**src/rtl/ps2_pkg.sv**
```systemverilog
// Shared definitions for the PS/2 host blocks: FSM encoding, default timing
// constants and line-filter patterns.
package ps2_pkg;

   localparam int unsigned INHIBIT_CYCLES_DEF = 5000;     // 100 us at 50 MHz
   localparam int unsigned RTS_CYCLES_DEF     = 50;
   localparam int unsigned TIMEOUT_CYCLES_DEF = 1000000;

   localparam logic [7:0] HIST_RESET = 8'hFF;
   localparam logic [7:0] HIST_FALL  = 8'hF0;
   localparam logic [7:0] HIST_HIGH  = 8'hFF;
   localparam logic [7:0] HIST_LOW   = 8'h00;

   typedef enum logic [2:0] {
      IDLE,
      FETCH,
      LATCH,
      INHIBIT,
      RTS,
      DATA,
      ACK,
      WAIT_IDLE
   } tx_state_t;

   // Width of a counter that runs 0..n-1; never narrower than one bit.
   function automatic int cnt_width(input int unsigned n);
      return (n < 2) ? 1 : $clog2(n);
   endfunction

endpackage

```
**src/rtl/ps2_line_filter.sv**
```systemverilog
// Glitch filter and falling-edge detector for the PS/2 clock and data lines.
// Shared by the transmitter and the receiver.
module ps2_line_filter
   import ps2_pkg::*;
(
   input  logic clk,
   input  logic rst,
   input  logic clk_line,
   input  logic d_line,
   output logic clk_fall,
   output logic clk_high,
   output logic d_high,
   output logic d_level
);

   logic [7:0] clk_hist;
   logic [7:0] d_hist;
   logic       d_level_q;

   // The history registers also act as the synchroniser for the async lines.
   // NOTE: sequential state uses non-blocking assignments so every register
   // samples the pre-edge value of every other register.
   always_ff @(posedge clk or posedge rst) begin
      if (rst) begin
         clk_hist  <= HIST_RESET;
         d_hist    <= HIST_RESET;
         d_level_q <= 1'b1;
      end else begin
         clk_hist <= {clk_hist[6:0], clk_line};
         d_hist   <= {d_hist[6:0], d_line};
         if (d_hist == HIST_HIGH)
            d_level_q <= 1'b1;
         else if (d_hist == HIST_LOW)
            d_level_q <= 1'b0;
      end
   end

   assign clk_fall = (clk_hist == HIST_FALL);
   assign clk_high = (clk_hist == HIST_HIGH);
   assign d_high   = (d_hist == HIST_HIGH);
   // Data level with hysteresis: only a fully settled history flips it.
   assign d_level  = (d_hist == HIST_HIGH) ? 1'b1 :
                     (d_hist == HIST_LOW)  ? 1'b0 : d_level_q;

endmodule

```
**src/rtl/ps2_tx.sv**
```systemverilog
// PS/2 host-to-device transmitter: pulls one command byte from a FIFO,
// performs the inhibit / request-to-send handshake and clocks the frame out.
module ps2_tx
   import ps2_pkg::*;
#(
   parameter int unsigned INHIBIT_CYCLES = INHIBIT_CYCLES_DEF,
   parameter int unsigned RTS_CYCLES     = RTS_CYCLES_DEF,
   parameter int unsigned TIMEOUT_CYCLES = TIMEOUT_CYCLES_DEF
) (
   input  logic       clk,
   input  logic       rst,
   output logic       rd_en_out,
   input  logic [7:0] rd_d_in,
   input  logic       rd_empty_in,
   input  logic       ps2_clk_in,
   input  logic       ps2_d_in,
   output logic       ps2_clk_oe_out,
   output logic       ps2_d_oe_out,
   output logic       ps2_tx_act_out,
   output logic       ack_out,
   output logic       err_out
);

   localparam int INH_W = cnt_width(INHIBIT_CYCLES);
   localparam int RTS_W = cnt_width(RTS_CYCLES);
   localparam int TO_W  = cnt_width(TIMEOUT_CYCLES);

   localparam logic [INH_W-1:0] INH_LAST = INH_W'(INHIBIT_CYCLES - 1);
   localparam logic [RTS_W-1:0] RTS_LAST = RTS_W'(RTS_CYCLES - 1);
   localparam logic [TO_W-1:0]  TO_LAST  = TO_W'(TIMEOUT_CYCLES - 1);

   tx_state_t        state, state_n;
   logic [7:0]       tx_byte, tx_byte_n;
   logic             parity, parity_n;
   logic [INH_W-1:0] inh_cnt, inh_cnt_n;
   logic [RTS_W-1:0] rts_cnt, rts_cnt_n;
   logic [TO_W-1:0]  to_cnt, to_cnt_n;
   logic [3:0]       bit_idx, bit_idx_n;
   logic             d_oe, d_oe_n;
   logic             ack_q, ack_n;
   logic             err_q, err_n;
   logic             rd_en;

   logic clk_fall, clk_high, d_high, d_level;
   logic timed_out;

   ps2_line_filter u_filter (
      .clk      (clk),
      .rst      (rst),
      .clk_line (ps2_clk_in),
      .d_line   (ps2_d_in),
      .clk_fall (clk_fall),
      .clk_high (clk_high),
      .d_high   (d_high),
      .d_level  (d_level)
   );

   assign timed_out = (to_cnt == TO_LAST);

   always_ff @(posedge clk or posedge rst) begin
      if (rst) begin
         state   <= IDLE;
         tx_byte <= '0;
         parity  <= 1'b0;
         inh_cnt <= '0;
         rts_cnt <= '0;
         to_cnt  <= '0;
         bit_idx <= '0;
         d_oe    <= 1'b0;
         ack_q   <= 1'b0;
         err_q   <= 1'b0;
      end else begin
         state   <= state_n;
         tx_byte <= tx_byte_n;
         parity  <= parity_n;
         inh_cnt <= inh_cnt_n;
         rts_cnt <= rts_cnt_n;
         to_cnt  <= to_cnt_n;
         bit_idx <= bit_idx_n;
         d_oe    <= d_oe_n;
         ack_q   <= ack_n;
         err_q   <= err_n;
      end
   end

   // NOTE: every signal written here gets a default first, so no path can
   // leave one unassigned and infer a latch.
   always_comb begin
      state_n   = state;
      tx_byte_n = tx_byte;
      parity_n  = parity;
      inh_cnt_n = inh_cnt;
      rts_cnt_n = rts_cnt;
      to_cnt_n  = to_cnt;
      bit_idx_n = bit_idx;
      d_oe_n    = d_oe;
      ack_n     = 1'b0;
      err_n     = 1'b0;
      rd_en     = 1'b0;

      case (state)
         IDLE: begin
            if (!rd_empty_in && !rst) begin
               rd_en   = 1'b1;
               state_n = FETCH;
            end
         end
         FETCH: state_n = LATCH;
         LATCH: begin
            tx_byte_n = rd_d_in;
            parity_n  = ~^rd_d_in;
            inh_cnt_n = '0;
            state_n   = INHIBIT;
         end
         INHIBIT: begin
            if (inh_cnt == INH_LAST) begin
               rts_cnt_n = '0;
               state_n   = RTS;
            end else begin
               inh_cnt_n = inh_cnt + 1'b1;
            end
         end
         RTS: begin
            if (rts_cnt == RTS_LAST) begin
               to_cnt_n  = '0;
               bit_idx_n = '0;
               d_oe_n    = 1'b1;          // keep holding the start bit
               state_n   = DATA;
            end else begin
               rts_cnt_n = rts_cnt + 1'b1;
            end
         end
         DATA, ACK, WAIT_IDLE: begin
            // A timeout wins over any edge seen in the same cycle.
            if (timed_out) begin
               d_oe_n  = 1'b0;
               err_n   = 1'b1;
               state_n = IDLE;
            end else begin
               to_cnt_n = to_cnt + 1'b1;
               if (state == DATA && clk_fall) begin
                  bit_idx_n = bit_idx + 4'd1;
                  if (bit_idx < 4'd8) begin
                     d_oe_n = ~tx_byte[bit_idx[2:0]];
                  end else if (bit_idx == 4'd8) begin
                     d_oe_n = ~parity;
                  end else begin
                     d_oe_n  = 1'b0;
                     state_n = ACK;
                  end
               end else if (state == ACK && clk_fall) begin
                  ack_n   = ~d_level;
                  err_n   = d_level;
                  state_n = WAIT_IDLE;
               end else if (state == WAIT_IDLE && clk_high && d_high) begin
                  state_n = IDLE;
               end
            end
         end
         default: state_n = IDLE;
      endcase
   end

   // Line drivers decode straight from state so reset releases them at once.
   assign rd_en_out      = rd_en;
   assign ps2_clk_oe_out = (state == INHIBIT) || (state == RTS);
   assign ps2_d_oe_out   = (state == RTS) || ((state == DATA) && d_oe);
   assign ps2_tx_act_out = (state != IDLE);
   assign ack_out        = ack_q;
   assign err_out        = err_q;

endmodule

```
**config.mk**
```make
export PLATFORM = sky130hd
export DESIGN_NAME = ps2_tx
export DESIGN_NICKNAME = d
export VERILOG_FILES = /design/src/rtl/ps2_pkg.sv /design/src/rtl/ps2_line_filter.sv /design/src/rtl/ps2_tx.sv
export SDC_FILE = /design/constraint.sdc
export NUM_CORES = 1
export LEC_CHECK = 0
export CAP_MARGIN = 10
export CORE_MARGIN = 4
export CORE_UTILIZATION = 64
export CTS_CLUSTER_SIZE = 12
export DETAILED_ROUTE_END_ITERATION = 10
export GPL_TIMING_DRIVEN = 0
export PLACE_DENSITY_LB_ADDON = 0.25
export SYNTH_ARGS = -nofsm -noshare
export SYNTH_HDL_FRONTEND = slang
export SYNTH_SLANG_ARGS = --single-unit
```
**constraint.sdc**
```tcl
create_clock -name clk -period 5.1 [get_ports clk]
set_input_delay 0.51 -clock clk [delete_from_list [all_inputs] [get_ports clk]]
set_output_delay 0.51 -clock clk [all_outputs]
set_load 0.005 [all_outputs]
```
# Word level (Yosys, flattened, before mapping)
# Cells that the tools add are included.
[totals]
regBits = 75
latch_bits = 0
ram_bits = 0
romBits = 0
inputBits = 13
n_memories = 0
[op_classes]
addsub = 4
n_mul = 0
div = 0
magnitude_cmp = 2
n_eq_ne = 25
shifts = 0
mux = 42
bitwise = 3
reduce_logical = 24
[op_table]
columns = ["cell", "count"]
rows = [
  ["$mux W20", 2],
  ["$pmux W20 S2", 1],
  ["$mux W3", 9],
  ["$pmux W13 S2", 1],
  ["$eq A8 B8 Y1 const B", 3],
  ["$add A20 B1 Y20 const B", 1],
  ["$eq A20 B20 Y1 const B", 1],
  ["$mux W1", 18],
  ["$pmux W3 S6", 1],
  ["$ne A2 B2 Y1 const B", 7],
  ["$add A13 B1 Y13 const B", 1],
  ["$eq A13 B13 Y1 const B", 1],
  ["$mux W13", 1],
  ["$eq A3 B3 Y1 const B", 4],
  ["$mux W4", 3],
  ["$mux W6", 2],
  ["$pmux W6 S2", 1],
  ["$reduce_and A3 Y1", 3],
  ["$logic_not A8 Y1", 1],
  ["$ne A4 B4 Y1 const B", 2],
  ["$pmux W4 S2", 1],
  ["$reduce_xnor A8 Y1", 1],
  ["$add A6 B1 Y6 const B", 1],
  ["$eq A3 B2 Y1 const B", 2],
  ["21 further kinds", 32],
]

# Logic depth before layout (Yosys ltp)
[logic_depth]
ltp_word = 8
mapped_depth = 9
ltp_nobuf = 8

# Cells and area by module
# From an unflattened synthesis, not the netlist that was laid out.
[hier_totals]
hier_cells = 369
hier_area_um2 = 3683.5
[modules_own_cells]
columns = ["mod", "n_inst", "cells_per_inst", "area_per_inst_um2", "seq_area_each_um2"]
rows = [
  ["ps2_tx", 1, 339, 3165.5, 1451.4],
  ["ps2_line_filter", 1, 30, 518.0, 446.7],
]

# Worst setup path before layout
# Ideal clock, no wire load.
[synth_timing]
path_type = "reg-to-reg"
start = "register u_filter.clk_hist[1]"
end = "register state[0]"
setup_ns = 0.128
t_arrival_ns = 1.901
path_slack_ns = 3.072
path_stages_with_launch = 7
synth_period_minus_slack_ns = 2.028
cell_sequence = "dfstp_2 -> or4_1 -> or2_2 -> nor3_1 -> o21ai_1 -> nand3_1 -> mux2_1"
[synth_between]
elab_chain_len = 6
[synth_rtl]
columns = ["item", "line", "source"]
rows = [
  ["start, declared", "ps2_line_filter.sv:16", "logic [7:0] clk_hist;"],
  ["start signal, assigned", "ps2_line_filter.sv:29", "clk_hist <= {clk_hist[6:0], clk_line};"],
  ["$eq A8 B8 Y1", "ps2_line_filter.sv:38", "assign clk_fall = (clk_hist == HIST_FALL);"],
  ["$logic_and A1 B1 Y1", "ps2_tx.sv:151", "end else if (state == ACK && clk_fall) begin"],
  ["$mux W3", "ps2_tx.sv:151", ""],
  ["$mux W3", "ps2_tx.sv:141", "if (state == DATA && clk_fall) begin"],
  ["$mux W3", "ps2_tx.sv:135", "if (timed_out) begin"],
  ["$pmux W3 S6", "ps2_tx.sv:101", "case (state)"],
  ["end signal, assigned", "ps2_tx.sv:73", "state <= state_n;"],
  ["end, declared", "ps2_tx.sv:32", "tx_state_t state, state_n;"],
]
# Several ways; a longest one is shown, not always the timed one.
# A chain may end at the register's enable or synchronous reset.

# Worst setup path in the final report
[layout_timing]
start = "register state[0]"
end = "output port rd_en_out"
[layout_between]
elab_chain_len = 2
[layout_rtl]
columns = ["item", "line", "source"]
rows = [
  ["$logic_not A3 Y1", "ps2_tx.sv:101", ""],
  ["$mux W1", "ps2_tx.sv:101", ""],
  ["end, declared", "ps2_tx.sv:12", "output logic rd_en_out,"],
]
# No other way between the ends.

==> results.py <==
metrics = {
    "status": {
        "outcome": "complete, no violations",
    },
    "min_path": {
        "hold_class": "reg -> reg",
    },
    "logic_synthesis": {
        "ys_warn_count": 0,
        "synthFlopType": "dfrtp_1",
        "synth_most_common_cell": "dfrtp_1",
        "synth_cell_types": 54,
        "yosysSeqAreaShare": 0.513,
        "syn_nets": 378,
        "synth_seq_cells": 75,
        "yosys.area.top_type": "dfrtp_1",
        "synth_top_area_share": 0.392,
        "ys_top_cells_by_area": "dfrtp_1 (39%), dfstp_2 (12%), xor2_1 (6.6%)",
        "syn_area_um2": 3700,
        "synth_edf_count": 0,
        "synth_common_cells": "dfrtp_1 (58), nor2_1 (49), nand2_1 (34)",
        "async_reset_ff_frac": 1.00,
        "syn_avg_cell_area_um2": 10.3,
        "syn-instance-count": 359,
    },
    "cells_and_area": {
        "antenna_cells": 0,
        "drive_above_1_share": 0.158,
        "fin_util": 0.755,
        "fillers": 410,
        "fin_area_um2": 4210,
        "finalNonFillerCells": 465,
        "final_nets": 407,
        "area_delta_synth_final_pct": 13.7,
    },
    "placement": {
        "dpl_cell_area_um2": 3980,
        "port_buffers": 18,
        "dp_cells": 449,
        "preCtsSetupSlack_ns": 2.67,
        "hpwl_um": 5440,
        "gp_congestion": 0.841,
    },
    "power": {
        "power.density_nw_per_um2": 278,
        "irDropWorstVdd_v": 0.000180,
        "leakagePower_nw": 1.77,
        "power.total_mw": 1.17,
    },
    "cts": {
        "htreeDepth": 3,
        "cts_hold_buffers": 0,
        "cts_root_buf": "clkbuf_8",
        "worst_skew_pair.late_latency_ns": 0.35,
        "cts_made_buffers": 9,
        "postCtsResizedCells": 0,
        "clockBufferDepth": 2,
        "clkTransAtPathRegs_ns": 0.08,
        "postCtsSetupBuffers": 0,
        "cts_tree": "built",
        "cts_sinks": 75,
    },
    "timing": {
        "post-route-min-period_ns": 2.81,
        "slew_headroom": 0.413,
        "hold_viol": 0,
        "whs_ns": 0.376,
        "setup_tns_ns": 0,
        "slew_violations": 0,
        "finalCritPeriodShare": 0.552,
        "tightest_slew_ns": 0.881,
        "rsz0062_at_grt": "no",
        "max_freq_mhz": 355,
        "fin_skew_ns": 0.0119,
        "setup_viol": 0,
        "setup_ws_ns": 2.29,
    },
    "routing": {
        "dr_total_vias": 2825,
        "drtIter0Drc": 172,
        "routed_wl_um": 7790,
        "via_per_inst": 6.08,
        "wl_per_cell_um": 16.8,
        "dr.pass1.iters": 5,
        "post-route-drc-count": 0,
        "postRouteAntennaNets": 0,
    },
    "worst_setup_path": {
        "critPathMaxFanout": 10,
        "r2r_setup_slack_ns": 2.74,
        "worst_ep_required_time_ns": 4.59,
        "worst_setup_path_start_kind": "flip-flop",
        "critPathKind": "reg -> out",
        "critPathMaxStageDelay_ns": 0.53,
        "cp_slowest_cell": "clkdlybuf4s50_1",
        "critPathArrivalTime_ns": 2.30,
        "crit_chain": "buf_2 -> clkbuf_1 -> or3_1 -> nor3_1 -> clkdlybuf4s50_1",
        "cp-end-kind": "output port",
    },
    "floorplan": {
        "start_util": 0.664,
        "fp.dieH_um": 84.1,
        "fp.dieW_um": 84.1,
        "rows": 27,
        "die_area_um2": 7070,
        "core_area_um2": 5570,
        "io_pins": 19,
    },
    "global_routing": {
        "grt_pass1_wl_um": 13700,
        "grt_max_degree": 76,
        "grt-ovfl-total": 0,
        "grt_usage": 0.242,
        "antenna_found_initial": 0,
        "grt_pass1_vias": 2926,
    },
    "run": {
        "maxCapViolations": 0,
    },
}
state kept, by name, summed over array words and instances (netlist names):
signal / flops
d_oe: 1
u_filter.clk_hist: 8
state: 3
to_cnt: 20
u_filter.d_level_q: 1
parity: 1
bit_idx: 4
inh_cnt: 13
err_out: 1
tx_byte: 8
rts_cnt: 6
u_filter.d_hist: 8
ack_out: 1
worst max-delay path, delay by kind of cell (launching register included):
family                 cells  cell delay, ns
AND/OR/NAND/NOR            2            0.58
buffers and inverters      3            0.98
flip-flops                 1            0.39
metal layers:
metal  vias up  global-route usage  part of all wire
li1       1319                   -                 -
met1      1375               0.309              0.41
met2       106               0.401              0.50
met3        25              0.0503             0.060
met4         0              0.0994             0.029
met5         -                   0                 0
cell type report:
| class | count | area (um2) | share of cell area |
|---|---|---|---|
| Buffer | 11 | 48.8 | 0.0116 |
| Clock buffer | 13 | 213 | 0.0505 |
| Clock inverter | 3 | 21.3 | 0.00505 |
| Inverter | 9 | 36.3 | 0.00862 |
| Multi-Input combinational cell | 264 | 1720 | 0.409 |
| Sequential cell | 75 | 1900 | 0.451 |
| Tap cell | 72 | 90.1 | 0.0214 |
| Timing Repair Buffer | 18 | 180 | 0.0428 |
cell usage in the layout (no fill, tap or decap), types with 5 or more instances in the layout:
cell	synthesis	final
dfstp_2	17	17
inv_1	9	8
xor2_1	28	28
nand4_1	15	15
nand3_1	20	20
ha_1	6	6
o21ai_0	14	14
xnor2_1	10	10
nor2_1	49	49
nor4_1	5	5
and3_1	5	5
dfrtp_1	58	58
clkdlybuf4s50_1	0	18
nand2_1	34	34
mux2_2	12	12
a21oi_1	7	7
clkbuf_1	7	7
clkbuf_8	0	10
nor3_1	9	9
power by group:
part	total, mW	internal, mW	switching, mW
clock network	0.504	0.280	0.224
registers	0.623	0.614	0.00878
logic	0.0444	0.0216	0.0228
kinds of logic after synthesis:
group | share of synthesized area
buffers and inverters | 0.0223
AOI/OAI and AO/OA | 0.0838
xor gates and xnor gates | 0.0899
DFF | 0.513
and+or+nand+nor | 0.213
adders and majority gates | 0.0230
muxes | 0.0554
path summary, 6_finish.rpt:
| path | startpoint | end | cells past startpoint |
|---|---|---|---|
| worst max-delay path | state[0] | rd_en_out | 5 |
| worst max register to register | to_cnt[6] | bit_idx[2] | 5 |
| worst min register to register | u_filter.clk_hist[4] | u_filter.clk_hist[5] | 0 |
| worst min-delay path | u_filter.clk_hist[4] | u_filter.clk_hist[5] | 0 |
| max in group asynchronous | rst | to_cnt[14] | 2 |
| min in group asynchronous | rst | d_oe | 2 |
No activity file was read; power rests on OpenSTA's default activity.
